**src/rtl/truth_table_sweeper.sv**
```systemverilog
// Purpose: steps {A,B,C} through all 8 vectors, captures y into an 8-bit truth table, compares it to EXPECTED.
// Latency: each vector is held SETTLE cycles; busy lasts 8*SETTLE cycles; done rises on the edge capturing vector 7.
// Backpressure: none; start is taken only in IDLE/DONE, start during a sweep is dropped, abort cancels a sweep.
//
// Ports:
//   clk, rst_n            clock, asynchronous active-low reset
//   start, abort          sweep request / synchronous cancel (abort wins over start)
//   A, B, C               registered stimulus, {A,B,C} = vector index
//   y                     combinational response of the function under test
//   busy, done            sweep running / sweep completed (level, held until next accepted start)
//   table_out             captured truth table, bit i = y at {A,B,C}=i
//   match, mismatch_mask  comparison against EXPECTED, qualified by done
module truth_table_sweeper #(
    parameter int unsigned SETTLE   = 2,
    parameter logic [7:0]  EXPECTED = 8'h32
) (
    input  logic       clk,
    input  logic       rst_n,
    input  logic       start,
    input  logic       abort,
    output logic       A,
    output logic       B,
    output logic       C,
    input  logic       y,
    output logic       busy,
    output logic       done,
    output logic [7:0] table_out,
    output logic       match,
    output logic [7:0] mismatch_mask
);

    localparam int WAIT_W = $clog2(SETTLE + 1);
    // Last wait count of a vector; y is sampled on this cycle's edge.
    localparam logic [WAIT_W-1:0] WAIT_LAST = WAIT_W'(SETTLE - 1);

    typedef enum logic [1:0] {
        IDLE  = 2'd0,
        SWEEP = 2'd1,
        DONE  = 2'd2
    } state_t;

    state_t              state;
    logic [2:0]          idx;
    logic [WAIT_W-1:0]   wait_cnt;
    logic [2:0]          abc;

    assign {A, B, C} = abc;

    always_ff @(posedge clk or negedge rst_n) begin
        if (!rst_n) begin
            state     <= IDLE;
            abc       <= 3'b000;
            busy      <= 1'b0;
            done      <= 1'b0;
            table_out <= 8'h00;
            idx       <= 3'd0;
            wait_cnt  <= '0;
        end else begin
            case (state)
                IDLE, DONE: begin
                    // start+abort together leaves everything untouched
                    if (start && !abort) begin
                        state     <= SWEEP;
                        busy      <= 1'b1;
                        done      <= 1'b0;
                        table_out <= 8'h00;
                        idx       <= 3'd0;
                        wait_cnt  <= '0;
                        abc       <= 3'b000;
                    end
                end
                SWEEP: begin
                    if (abort) begin
                        // partial table is kept; uncaptured bits were cleared at start
                        state    <= IDLE;
                        busy     <= 1'b0;
                        done     <= 1'b0;
                        abc      <= 3'b000;
                        idx      <= 3'd0;
                        wait_cnt <= '0;
                    end else if (wait_cnt != WAIT_LAST) begin
                        wait_cnt <= wait_cnt + 1'b1;
                    end else begin
                        table_out[idx] <= y;
                        wait_cnt       <= '0;
                        if (idx == 3'd7) begin
                            state <= DONE;
                            busy  <= 1'b0;
                            done  <= 1'b1;
                            abc   <= 3'b000;
                            idx   <= 3'd0;
                        end else begin
                            idx <= idx + 3'd1;
                            abc <= idx + 3'd1;
                        end
                    end
                end
                default: begin
                    state <= IDLE;
                    busy  <= 1'b0;
                    done  <= 1'b0;
                    abc   <= 3'b000;
                end
            endcase
        end
    end

    // Qualified by done so a partial or aborted table never reports a result.
    assign match         = done && (table_out == EXPECTED);
    assign mismatch_mask = done ? (table_out ^ EXPECTED) : 8'h00;

endmodule

```
**config.mk**
```make
export PLATFORM = sky130hd
export DESIGN_NAME = truth_table_sweeper
export DESIGN_NICKNAME = d
export VERILOG_FILES = /design/src/rtl/truth_table_sweeper.sv
export SDC_FILE = /design/constraint.sdc
export NUM_CORES = 1
export LEC_CHECK = 0
export BUFFER_PORTS_ARGS = -buffer_cell sky130_fd_sc_hd__clkbuf_2
export CAP_MARGIN = 10
export CORE_MARGIN = 1.5
export CORE_UTILIZATION = 53
export CTS_CLUSTER_SIZE = 8
export DETAILED_ROUTE_END_ITERATION = 6
export PLACE_DENSITY = 0.78
export RECOVER_POWER = 50
export SLEW_MARGIN = 20
export SYNTH_ARGS = -nofsm -noshare
export SYNTH_HDL_FRONTEND = slang
export SYNTH_SLANG_ARGS = --single-unit
```
**constraint.sdc**
```tcl
create_clock -name clk -period 1.5 [get_ports clk]
set_input_delay 0 -clock clk [delete_from_list [all_inputs] [get_ports clk]]
set_output_delay 0 -clock clk [all_outputs]
set_load 0.05 [all_outputs]
```
---- Word level (Yosys, flattened, before mapping) ----
Cells that the tools add are included.
storage, ports and cells
  flip-flop bits (word level) ............. 20
  input port bits ......................... 5
  logic and storage cells ................. 67
operators by class
  $add $sub $neg .......................... 2
  magnitude comparators ................... 2
  equal/unequal tests ..................... 10
  mux-type cells .......................... 33
  bitwise logic cells ..................... 1
  reduce and logical (&&, ||, !) cells .... 12
operator list
  cell                                                  count
  2-to-1 mux 8 bit                                      4
  case mux 8 bit (2 select lines)                       1
  2-to-1 mux 2 bit                                      7
  2-to-1 mux 3 bit                                      4
  case mux 3 bit (2 select lines)                       2
  2-to-1 mux 1 bit                                      9
  bitwise mux 8 bit                                     1
  == test 8 x 6 -> 1 bit (second input constant)        1
  case mux 2 bit (2 select lines)                       2
  != test 2 bit (second input constant)                 3
  != test 3 bit (second input constant)                 2
  AND reduction 3 bit                                   2
  < comparator 3 x 4 -> 1 bit (second input constant)   1
  case mux 1 bit (2 select lines)                       2
  AND reduction 2 bit                                   2
  AND reduction 4 bit                                   1
  adder 3 x 1 -> 3 bit (second input constant)          1
  demux 1 bit (select 3 bit)                            1
  == test 3 bit (second input constant)                 1
  >= comparator 3 x 1 -> 1 bit (second input constant)  1
  logical AND 1 bit                                     3
  inverter 3 bit                                        1
  adder 2 x 1 -> 2 bit (second input constant)          1
  == test 2 x 1 -> 1 bit (second input constant)        1
  6 further kinds                                       6

---- Longest topological paths before layout ----
Gate-level depths: netlist of run 1.
  depth in word-level cells ............... 8
  depth in mapped cells ................... 5

---- Worst setup path after synthesis of run 1 ----
Ideal clock, no wire load.
  path type ............................... register to output
  start ................................... register done
  end ..................................... output port match
  data arrival time ....................... 1.792 ns
  data required time ...................... 1.500 ns
  setup slack ............................. -0.292 ns
  cell stages (with the launch flop) ...... 5
  buffers on the path ..................... 2
  cell sequence ........................... dfrtp_1 -> buf_6 -> clkbuf_1 -> nand3b_1 -> nor2_1
on the way
  cells in the longest elaborated chain, start to end .. 1
RTL lines
  item                    line  RTL
  start, declared         26    output logic done,
  start signal, assigned  54    done <= 1'b0;
  start signal, assigned  65    done <= 1'b0;
  start signal, assigned  77    done <= 1'b0;
  logical AND 1 bit       109   assign match = done && (table_out == EXPECTED);
  end, declared           28    output logic match,
Every way passes these cells.

---- Worst setup path after layout of run 1 ----
  start ................................... register state[0]
  end ..................................... register table_out[6]
on the way
  cells in the longest elaborated chain, start to end .. 4
RTL lines
  item                                                           line  RTL
  start, declared                                                42    state_t state;
  start signal, assigned                                         51    state <= IDLE;
  start signal, assigned                                         63    state <= SWEEP;
  start signal, assigned                                         75    state <= IDLE;
  == test 2 bit or logical NOT 2 bit (tied branches)             59    case (state)
  OR reduction 2 bit                                             59
  != test 2 bit (no line) or nonzero test 2 bit (tied branches)  n/a
  AND reduction 4 bit (no line)                                  n/a
  end signal, assigned by index                                  84    table_out[idx] <= y;
  end, declared                                                  27    output logic [7:0] table_out,
Several ways; a longest one is shown, not always the timed one.
A chain may end at the register's enable or synchronous reset.

==> results.yml, run 1 <==
worst_setup_path:
  critical-path-top-delay-family: "flip-flops"
  critical_path_buf_inv_count: 1
  setup.worst_path.end_class: "flop"
  worstPathRequired_ps: 1670
  timing.critical_path.slowest_cell_delay_ps: 490
  worstPathMaxFanout: 9
  cpMaxStageDelayCell: "sky130_fd_sc_hd__dfrtp_2"
  timing.reg2reg.setup_slack_ps: 60
  timing.critical_path.cells: "nor2b_2 > buf_4 > a221oi_1 > o32ai_1"
  timing.critical_path.depth: 4
  cp_data_arrival_time_ps: 1610
  crit-reg2reg-launch: "state[0]"
  worstSetupStartpointType: "flop"
  r2r-end: "table_out[6]"
  criticalPathCategory: "flop to flop"
  reg2regPathDepth: 4
clocking:
  cts.reportedPaths.clkPinSlew_ps: 110
  clock_tree.root_cell: "sky130_fd_sc_hd__clkbuf_4"
  worstSkewPairLatency_ps: 290
  cts.path.max_buffers: 2
  tritoncts.num_buffers: 3
  cts_tree: "yes"
  cts_max_level: 1
  tritoncts_num_sinks: 19
sta:
  timing_hold_violations_final: 0
  tightest_slew_ps: 1000
  min_period_ps: 1440
  clock-skew-final_ps: 1.89
  max-slew-margin-rel: 0.333
  slew_violations: 0
  final.period_utilization: 0.959
  final-setup-viol-count: 0
  maximum_clock_rate_mhz: 695
routing:
  antenna_nets_post_route: 0
  avgRoutedWirePerCell_um: 14.9
  postRouteWirelength_mm: 2.76
  detail_route.drc_violations: 0
  vias: 1080
  dr.pass1.iters: 5
  drt-initial-drc-count: 28
  avgViaCountPerCell: 5.84
global_route:
  globalRouteOverflowTotal: 0
  groute.usage.overall: 0.228
  grt_max_degree: 20
  grt_first_pass_wirelength_mm: 4.57
  grt_antenna_before_repair: 0
  vias_in_the_first_global_route: 992
pwr:
  vdd_drop_max_mv: 0.626
  total_power_mw: 1.55
  leakage_nw: 0.640
  power.density_cell_area_nw_per_um2: 1070
layout:
  drive_gt1_frac: 0.318
  area_growth_from_synthesis_to_layout_pct: 17.3
  antenna_cells: 0
  fin_util: 0.657
  design.final.nets: 165
  layout.cell_area.non_filler_um2: 1450
synthesis:
  yosys_register_bits: 19
  synthesized_area_um2: 1240
  synth.yosys.seq_area_share: 0.383
  syn-mean-instance-area_um2: 9.84
  mappedNetlistNets: 133
  netlist-cell-type-count: 44
  synth.yosys.warnings: 0
  syn_inst: 126
placement:
  finalWeightedCongestion: 0.816
  number_of_port_buffers: 26
  postPlaceCellArea_um2: 1390
  detailedPlacementHpwl_mm: 1.96
hold_path:
  worstHoldPathType: "primary input to flop"
  worst_hold_startpoint: "start"
  hold_path_end: "wait_cnt[0]"
  timing.hold.worst_path_depth: 4
die:
  placement_rows: 17
  die_h_um: 51.4
  fp.dieArea_um2: 2640
  core_um2: 2210
  top_level_ports: 27
  fp.dieW_um: 51.4
  initial_util: 0.561
run_status:
  run_status: "finished, final reports clean"
run:
  max_cap_violations: 0
-- worst max path at each step --
stage	start	to	slack [ps]
after global placement	state[0]	table_out[6]	40
after global routing	table_out[3]	match	-7
after CTS	table_out[3]	match	4
after floorplan	done	table_out[6]	10
after detailed placement	state[0]	table_out[6]	40
final	state[0]	table_out[6]	60
-- power by group --
part / internal, mW / switching (mW)
registers: 0.586 / 0.113
clock network: 0.0991 / 0.156
logic: 0.198 / 0.400
-- worst min-delay path: stages --
cell and delay (ps):
sky130_fd_sc_hd__clkbuf_2 100, sky130_fd_sc_hd__nand2b_1 50, sky130_fd_sc_hd__nand2_1 60, sky130_fd_sc_hd__mux2i_1 50
-- synthesized netlist by cell type (all sizes together) --
library cell   n  area, um^2
nor2b          5        33.8
a31o           1        8.76
a32o           2        20.0
nor3           1        5.00
nand4          1        6.26
ha             2        25.0
o32ai          3        33.8
nand2b         4        27.5
a31oi          4        25.0
or3            1        6.26
or3b           3        26.3
and2b          1        7.51
nor2           6        22.5
o22ai          1        6.26
and2          11        71.3
a221oi         2        17.5
and3           2        12.5
mux2i          2        20.0
buf            9        85.1
nor3b          1        18.8
o21ai          2        10.0
nand3b         5        37.5
nand4b         1        8.76
nand4bb        1        11.3
a21oi          2        10.0
a22o           3        26.3
o211ai         3        22.5
inv            4        15.0
dfrtp         19         475
and3b          3        30.0
a32oi          2        17.5
nand2          7        33.8
a21o           1        7.51
nand3          9        45.0
nor4           1        6.26
clkbuf         1        3.75
-- cells by family after synthesis --
kind of cell | count (synthesis) | share of synthesized area
simple gates | 63 | 0.331
compound gates | 26 | 0.166
flops | 19 | 0.383
buf+inv | 14 | 0.0837
mux | 2 | 0.0161
fa+ha+maj | 2 | 0.0202
-- sequential cells by signal (all words and copies together) (netlist names) --
register / flops
busy: 1
wait_cnt: 2
table_out: 8
done: 1
idx: 3
state: 1
abc: 3
-- what timing repair did --
item | CTS | global route
setup endpoints to repair | 1 | 4
gates resized for setup | 1 | 8
hold buffers | 1 | 0
buffers inserted | 0 | 2
hold endpoints to repair | 19 | 0
-- layout by cell type, fill, tap and decap left out, types with 2 or more instances in the layout --
cell / Yosys / final
sky130_fd_sc_hd__a32o_1: 2 / 2
sky130_fd_sc_hd__nand3_1: 9 / 9
sky130_fd_sc_hd__a32oi_1: 2 / 2
sky130_fd_sc_hd__nor2b_2: 1 / 4
sky130_fd_sc_hd__a221oi_1: 2 / 2
sky130_fd_sc_hd__and2_1: 10 / 10
sky130_fd_sc_hd__or3b_1: 2 / 2
sky130_fd_sc_hd__mux2i_1: 2 / 2
sky130_fd_sc_hd__inv_1: 4 / 4
sky130_fd_sc_hd__a21oi_1: 2 / 2
sky130_fd_sc_hd__clkbuf_1: 1 / 10
sky130_fd_sc_hd__buf_4: 1 / 10
sky130_fd_sc_hd__nand2_1: 6 / 6
sky130_fd_sc_hd__ha_1: 2 / 2
sky130_fd_sc_hd__o32ai_1: 2 / 2
sky130_fd_sc_hd__nor2_1: 6 / 5
sky130_fd_sc_hd__clkbuf_2: 0 / 15
sky130_fd_sc_hd__clkbuf_4: 0 / 3
sky130_fd_sc_hd__and3_1: 2 / 2
sky130_fd_sc_hd__o21ai_0: 2 / 2
sky130_fd_sc_hd__dfrtp_2: 0 / 5
sky130_fd_sc_hd__nand3b_1: 5 / 5
sky130_fd_sc_hd__a22o_1: 3 / 3
sky130_fd_sc_hd__dfrtp_1: 19 / 14
sky130_fd_sc_hd__and3b_2: 3 / 3
sky130_fd_sc_hd__a31oi_1: 4 / 4
sky130_fd_sc_hd__nand2b_1: 3 / 3
sky130_fd_sc_hd__o211ai_1: 3 / 3
-- through the flow --
| stage | worst slack, ps | TNS [ps] | hold WS [ps] | std cells |
|---|---|---|---|---|
| after floorplan | 13.8 | 0 | -296 | 126 |
| after global placement | 44.1 | 0 | -26.6 | 178 |
| after detailed placement | 43.8 | 0 | -24.0 | 178 |
| after CTS | 3.54 | 0 | 6.91 | 183 |
| after global routing | -7.34 | -7.34 | 49.1 | 185 |
| final | 61.5 | 0 | 7.52 | 185 |
-- cell type report --
class	instances	area (um^2)
Fill cell	178	758
Multi-Input combinational cell	93	686
Sequential cell	19	482
Timing Repair Buffer	37	209
Tap cell	28	35.0
Clock buffer	3	22.5
Inverter	4	15.0
Clock inverter	1	5.00
-- metal layers --
metal / GRT usage / up-vias / share of wire
li1: - / 525 / -
met1: 0.305 / 517 / 0.46
met2: 0.387 / 34 / 0.49
met3: 0.0263 / 4 / 0.041
met4: 0.0658 / 0 / 0.0098
met5: 0 / - / 0
No activity file was read; power rests on OpenSTA's default activity.
==> inputs of run 2 (changes only) <==
--- a/config.mk
+++ b/config.mk
@@ -5,7 +5,7 @@
 export SDC_FILE = /design/constraint.sdc
 export NUM_CORES = 1
 export LEC_CHECK = 0
-export BUFFER_PORTS_ARGS = -buffer_cell sky130_fd_sc_hd__clkbuf_2
+export BUFFER_PORTS_ARGS = -buffer_cell sky130_fd_sc_hd__buf_2
 export CAP_MARGIN = 10
 export CORE_MARGIN = 1.5
 export CORE_UTILIZATION = 53
==> results.yml, run 2 (synthesis results as in run 1) <==
sta:
  final-setup-viol-count: 0
  final.period_utilization: 0.962
  timing_hold_violations_final: 0
  setup_total_negative_slack_ps: 0
  min_period_ps: 1440
  grt_setup_unrepaired: "no"
  worst_slack_ps: 57.7
  maximum_clock_rate_mhz: 693
  slew_violations: 0
  clock-skew-final_ps: 5.89
  tightest_slew_ps: 1040
  max-slew-margin-rel: 0.309
worst_setup_path:
  timing.critical_path.slowest_cell_delay_ps: 420
  worstPathMaxFanout: 4
  critical_path_buf_inv_count: 1
  cp_data_arrival_time_ps: 1440
  critical-path-top-delay-family: "simple AND/OR/NAND/NOR gates"
  criticalPathCategory: "flop to primary output"
  setup.worst_path.end_class: "primary output"
  timing.critical_path.depth: 4
  timing.critical_path.cells: "nor4_1 > nand3_1 > nor2_2 > buf_4"
  worstPathRequired_ps: 1500
  cpMaxStageDelayCell: "sky130_fd_sc_hd__dfrtp_1"
  worstSetupStartpointType: "flop"
  reg2regPathDepth: 4
global_route:
  grt_antenna_before_repair: 0
  grt_max_degree: 20
  globalRouteOverflowTotal: 0
  vias_in_the_first_global_route: 1057
  groute.usage.overall: 0.245
  grt_first_pass_wirelength_mm: 4.75
clocking:
  tritoncts.num_buffers: 3
  cts.reportedPaths.clkPinSlew_ps: 110
  clock_tree.root_cell: "sky130_fd_sc_hd__clkbuf_4"
  tritoncts_num_sinks: 19
  cts_tree: "yes"
  worstSkewPairLatency_ps: 310
  cts.path.max_buffers: 2
  cts_max_level: 1
layout:
  layout.cell_area.non_filler_um2: 1440
  final-seq-area_um2: 482
  antenna_cells: 0
  max_flop_register: "table_out"
  layout_commonest_cell: "sky130_fd_sc_hd__buf_2"
  area_growth_from_synthesis_to_layout_pct: 15.8
  biggestRegsByFlops: "table_out x8, abc x3, idx x3"
  design.final.nets: 165
  commonest_cells_after_routing_fill_and_taps_aside: "sky130_fd_sc_hd__buf_2, sky130_fd_sc_hd__dfrtp_1, sky130_fd_sc_hd__clkbuf_1"
  nFillCells: 183
  max_ffs_per_register: 8
  fin_util: 0.649
  multi_input_area_um2: 671
  drive_gt1_frac: 0.299
die:
  core_um2: 2210
  top_level_ports: 27
  die_h_um: 51.4
  fp.dieW_um: 51.4
  fp.dieArea_um2: 2640
  placement_rows: 17
  initial_util: 0.561
pwr:
  leakage_nw: 0.641
  vdd_drop_max_mv: 0.701
  power.density_cell_area_nw_per_um2: 1070
  total_power_mw: 1.54
run_status:
  run_status: "finished, final reports clean"
routing:
  dr.pass1.iters: 4
  postRouteWirelength_mm: 2.85
  antenna_nets_post_route: 0
  avgRoutedWirePerCell_um: 15.4
  drt-initial-drc-count: 49
  avgViaCountPerCell: 6.08
  detail_route.drc_violations: 0
  vias: 1125
run:
  max_cap_violations: 0
placement:
  number_of_port_buffers: 26
  detailedPlacementHpwl_mm: 2.06
  postPlaceCellArea_um2: 1390
  finalWeightedCongestion: 0.831
  worst_slack_placed_ps: 44.3
hold_path:
  timing.hold.worst_path_depth: 2
  worstHoldPathType: "primary input to flop"
run 2: layout make-up:
type	count	area share
multi-input combinational	93	0.467
sequential	19	0.335
timing repair buffer	37	0.145
tap	28	0.0244
clock buffer	4	0.0183
inverter	4	0.0105
run 2: path summary, 6_finish.rpt:
check / startpoint / endpoint / slack (ps)
max in group asynchronous: rst_n / idx[2] / 420
min in group asynchronous: rst_n / wait_cnt[0] / 380
hold reg to reg: abc[2] / abc[2] / 510
hold / removal: abort / state[0] / 70
setup reg to reg: state[0] / table_out[7] / 60
setup / recovery: table_out[3] / match / 60
run 2: per-stage QoR:
stage                     instances  hold WS (ps)
after global routing            185          78.4
after global placement          178         -39.8
after detailed placement        178         -36.1
final                           185          71.8
after CTS                       184          66.6
after floorplan                 126          -296
run 2: report_power, final:
group / total (mW) / internal, mW / switching, mW
combinational: 0.587 / 0.184 / 0.402
clock: 0.265 / 0.104 / 0.161
sequential: 0.687 / 0.585 / 0.102
run 2: repair_timing:
item	CTS	global route
endpoints found under the setup margin	1	5
hold buffers	2	0
endpoints found under the hold margin	20	0
setup buffers	0	1
resized for setup	1	4
run 2: worst register-to-register path: stages (launching register included):
cell and delay (ps):
sky130_fd_sc_hd__dfrtp_2 490, sky130_fd_sc_hd__nor2b_2 180, sky130_fd_sc_hd__buf_4 160, sky130_fd_sc_hd__a221oi_1 330, sky130_fd_sc_hd__o32ai_1 150
run 2: per-layer routing:
metal / share of wire / global-route usage / routed length, um / up-vias
li1: - / - / - / 526
met1: 0.43 / 0.307 / 1220 / 536
met2: 0.48 / 0.412 / 1380 / 53
met3: 0.064 / 0.0643 / 182 / 10
met4: 0.023 / 0.0702 / 65 / 0
met5: 0 / 0 / 0 / -
==> inputs of run 3 (changes only) <==
--- a/config.mk
+++ b/config.mk
@@ -12,7 +12,6 @@
 export CTS_CLUSTER_SIZE = 8
 export DETAILED_ROUTE_END_ITERATION = 6
 export PLACE_DENSITY = 0.78
-export RECOVER_POWER = 50
 export SLEW_MARGIN = 20
 export SYNTH_ARGS = -nofsm -noshare
 export SYNTH_HDL_FRONTEND = slang
==> results.yml, run 3 (synthesis results as in run 1) <==
layout:
  stdcell_count: 185
  area_growth_from_synthesis_to_layout_pct: 16.9
  design.final.nets: 165
  biggestRegsByFlops: "table_out x8, abc x3, idx x3"
  multi_input_area_um2: 671
  max_ffs_per_register: 8
  final-seq-area_um2: 482
  drive_gt1_frac: 0.363
  commonest_cells_after_routing_fill_and_taps_aside: "sky130_fd_sc_hd__buf_2, sky130_fd_sc_hd__dfrtp_1, sky130_fd_sc_hd__and2_1, sky130_fd_sc_hd__buf_4, sky130_fd_sc_hd__nand3_1"
  max_flop_register: "table_out"
  antenna_cells: 0
  layout_commonest_cell: "sky130_fd_sc_hd__buf_2"
  nFillCells: 179
sta:
  final-setup-viol-count: 0
  grt_setup_unrepaired: "no"
  slew_violations: 0
  worst_slack_ps: 49.2
  max-slew-margin-rel: 0.716
  min_period_ps: 1450
  timing.hold.ws_ps: 68.4
  clock-skew-final_ps: 5.85
  tightest_slew_ps: 427
  final.period_utilization: 0.967
  timing_hold_violations_final: 0
  maximum_clock_rate_mhz: 689
  setup_total_negative_slack_ps: 0
routing:
  drt-initial-drc-count: 43
  antenna_nets_post_route: 0
  avgRoutedWirePerCell_um: 15.4
  dr.pass1.iters: 4
  avgViaCountPerCell: 6.06
  detail_route.drc_violations: 0
  postRouteWirelength_mm: 2.85
  vias: 1121
die:
  placement_rows: 17
  fp.dieW_um: 51.4
  fp.dieArea_um2: 2640
  core_um2: 2210
  initial_util: 0.561
  top_level_ports: 27
  die_h_um: 51.4
clocking:
  worstSkewPairLatency_ps: 300
  clock_tree.root_cell: "sky130_fd_sc_hd__clkbuf_4"
  cts.reportedPaths.clkPinSlew_ps: 110
  tritoncts.num_buffers: 3
  cts.path.max_buffers: 2
  cts_max_level: 1
  tritoncts_num_sinks: 19
  cts_tree: "yes"
worst_setup_path:
  critical_path_buf_inv_count: 1
  critical-path-top-delay-family: "flip-flops"
  crit-reg2reg-launch: "state[0]"
  criticalPathCategory: "flop to flop"
  timing.critical_path.from: "state[0]"
  worstSetupStartpointType: "flop"
  worstPathRequired_ps: 1670
  timing.critical_path.slowest_cell_delay_ps: 490
  setup.worst_path.end_class: "flop"
  timing.reg2reg.setup_slack_ps: 50
  cpMaxStageDelayCell: "sky130_fd_sc_hd__dfrtp_2"
  cp_data_arrival_time_ps: 1630
  timing.critical_path.cells: "nor2b_2 > buf_4 > a221oi_1 > o32ai_1"
  worstPathMaxFanout: 9
placement:
  number_of_port_buffers: 26
  post-place-cells: 178
  detailedPlacementHpwl_mm: 2.06
  worst_slack_placed_ps: 44.3
  finalWeightedCongestion: 0.831
global_route:
  grt_antenna_before_repair: 0
  globalRouteOverflowTotal: 0
  grt_max_degree: 20
  grt_first_pass_wirelength_mm: 4.75
  vias_in_the_first_global_route: 1057
  groute.usage.overall: 0.245
pwr:
  leakage_nw: 0.677
  vdd_drop_max_mv: 0.698
  power.density_cell_area_nw_per_um2: 1070
  total_power_mw: 1.54
hold_path:
  worstHoldPathType: "primary input to flop"
  worst_hold_startpoint: "abort"
run_status:
  run_status: "finished, final reports clean"
run:
  max_cap_violations: 0
[run 3: final timing paths]
kind,end,depth (start not counted)
max,table_out[7],4
min,state[0],2
max reg2reg,table_out[7],4
min reg2reg,abc[2],1
max in group asynchronous,idx[2],2
min in group asynchronous,wait_cnt[0],2
[run 3: report_power, final]
part           internal [mW]  switching [mW]  total [mW]
Clock                  0.104           0.158       0.262
Combinational          0.195           0.402       0.597
Sequential             0.585           0.101       0.685
Total                  0.883           0.661        1.54
[run 3: cell type report]
class / instances / share of cell area
Timing Repair Buffer: 37 / 0.152
Multi-Input combinational cell: 93 / 0.463
Clock buffer: 4 / 0.0181
Tap cell: 28 / 0.0242
Inverter: 4 / 0.0104
Sequential cell: 19 / 0.332
[run 3: repair_timing]
action	in CTS	in global routing
resized for setup	1	4
setup buffers	0	1
setup endpoints to repair	1	5
hold buffers	2	0
endpoints found under the hold margin	20	0
[run 3: worst register-to-register path: cells and delay by family (launching register included)]
kind,cells,cell delay [ps]
flip-flops,1,490
buffers and inverters,1,160
AND/OR/NAND/NOR,1,180
AO/OA/AOI/OAI,2,490
[run 3: per-stage QoR]
stage / util / instance area, um^2
global placement: 0.627 / 1390
floorplan: - / 1250
detailed placement: 0.627 / 1390
finish: 0.655 / 1450
CTS: 0.649 / 1440
global route: 0.655 / 1450
[run 3: metal layers]
layer	wire length (um)	GRT usage	vias up
met4	57	0.0702	0
met5	0	0	-
li1	-	-	522
met3	243	0.0643	8
met2	1380	0.412	58
met1	1170	0.307	533
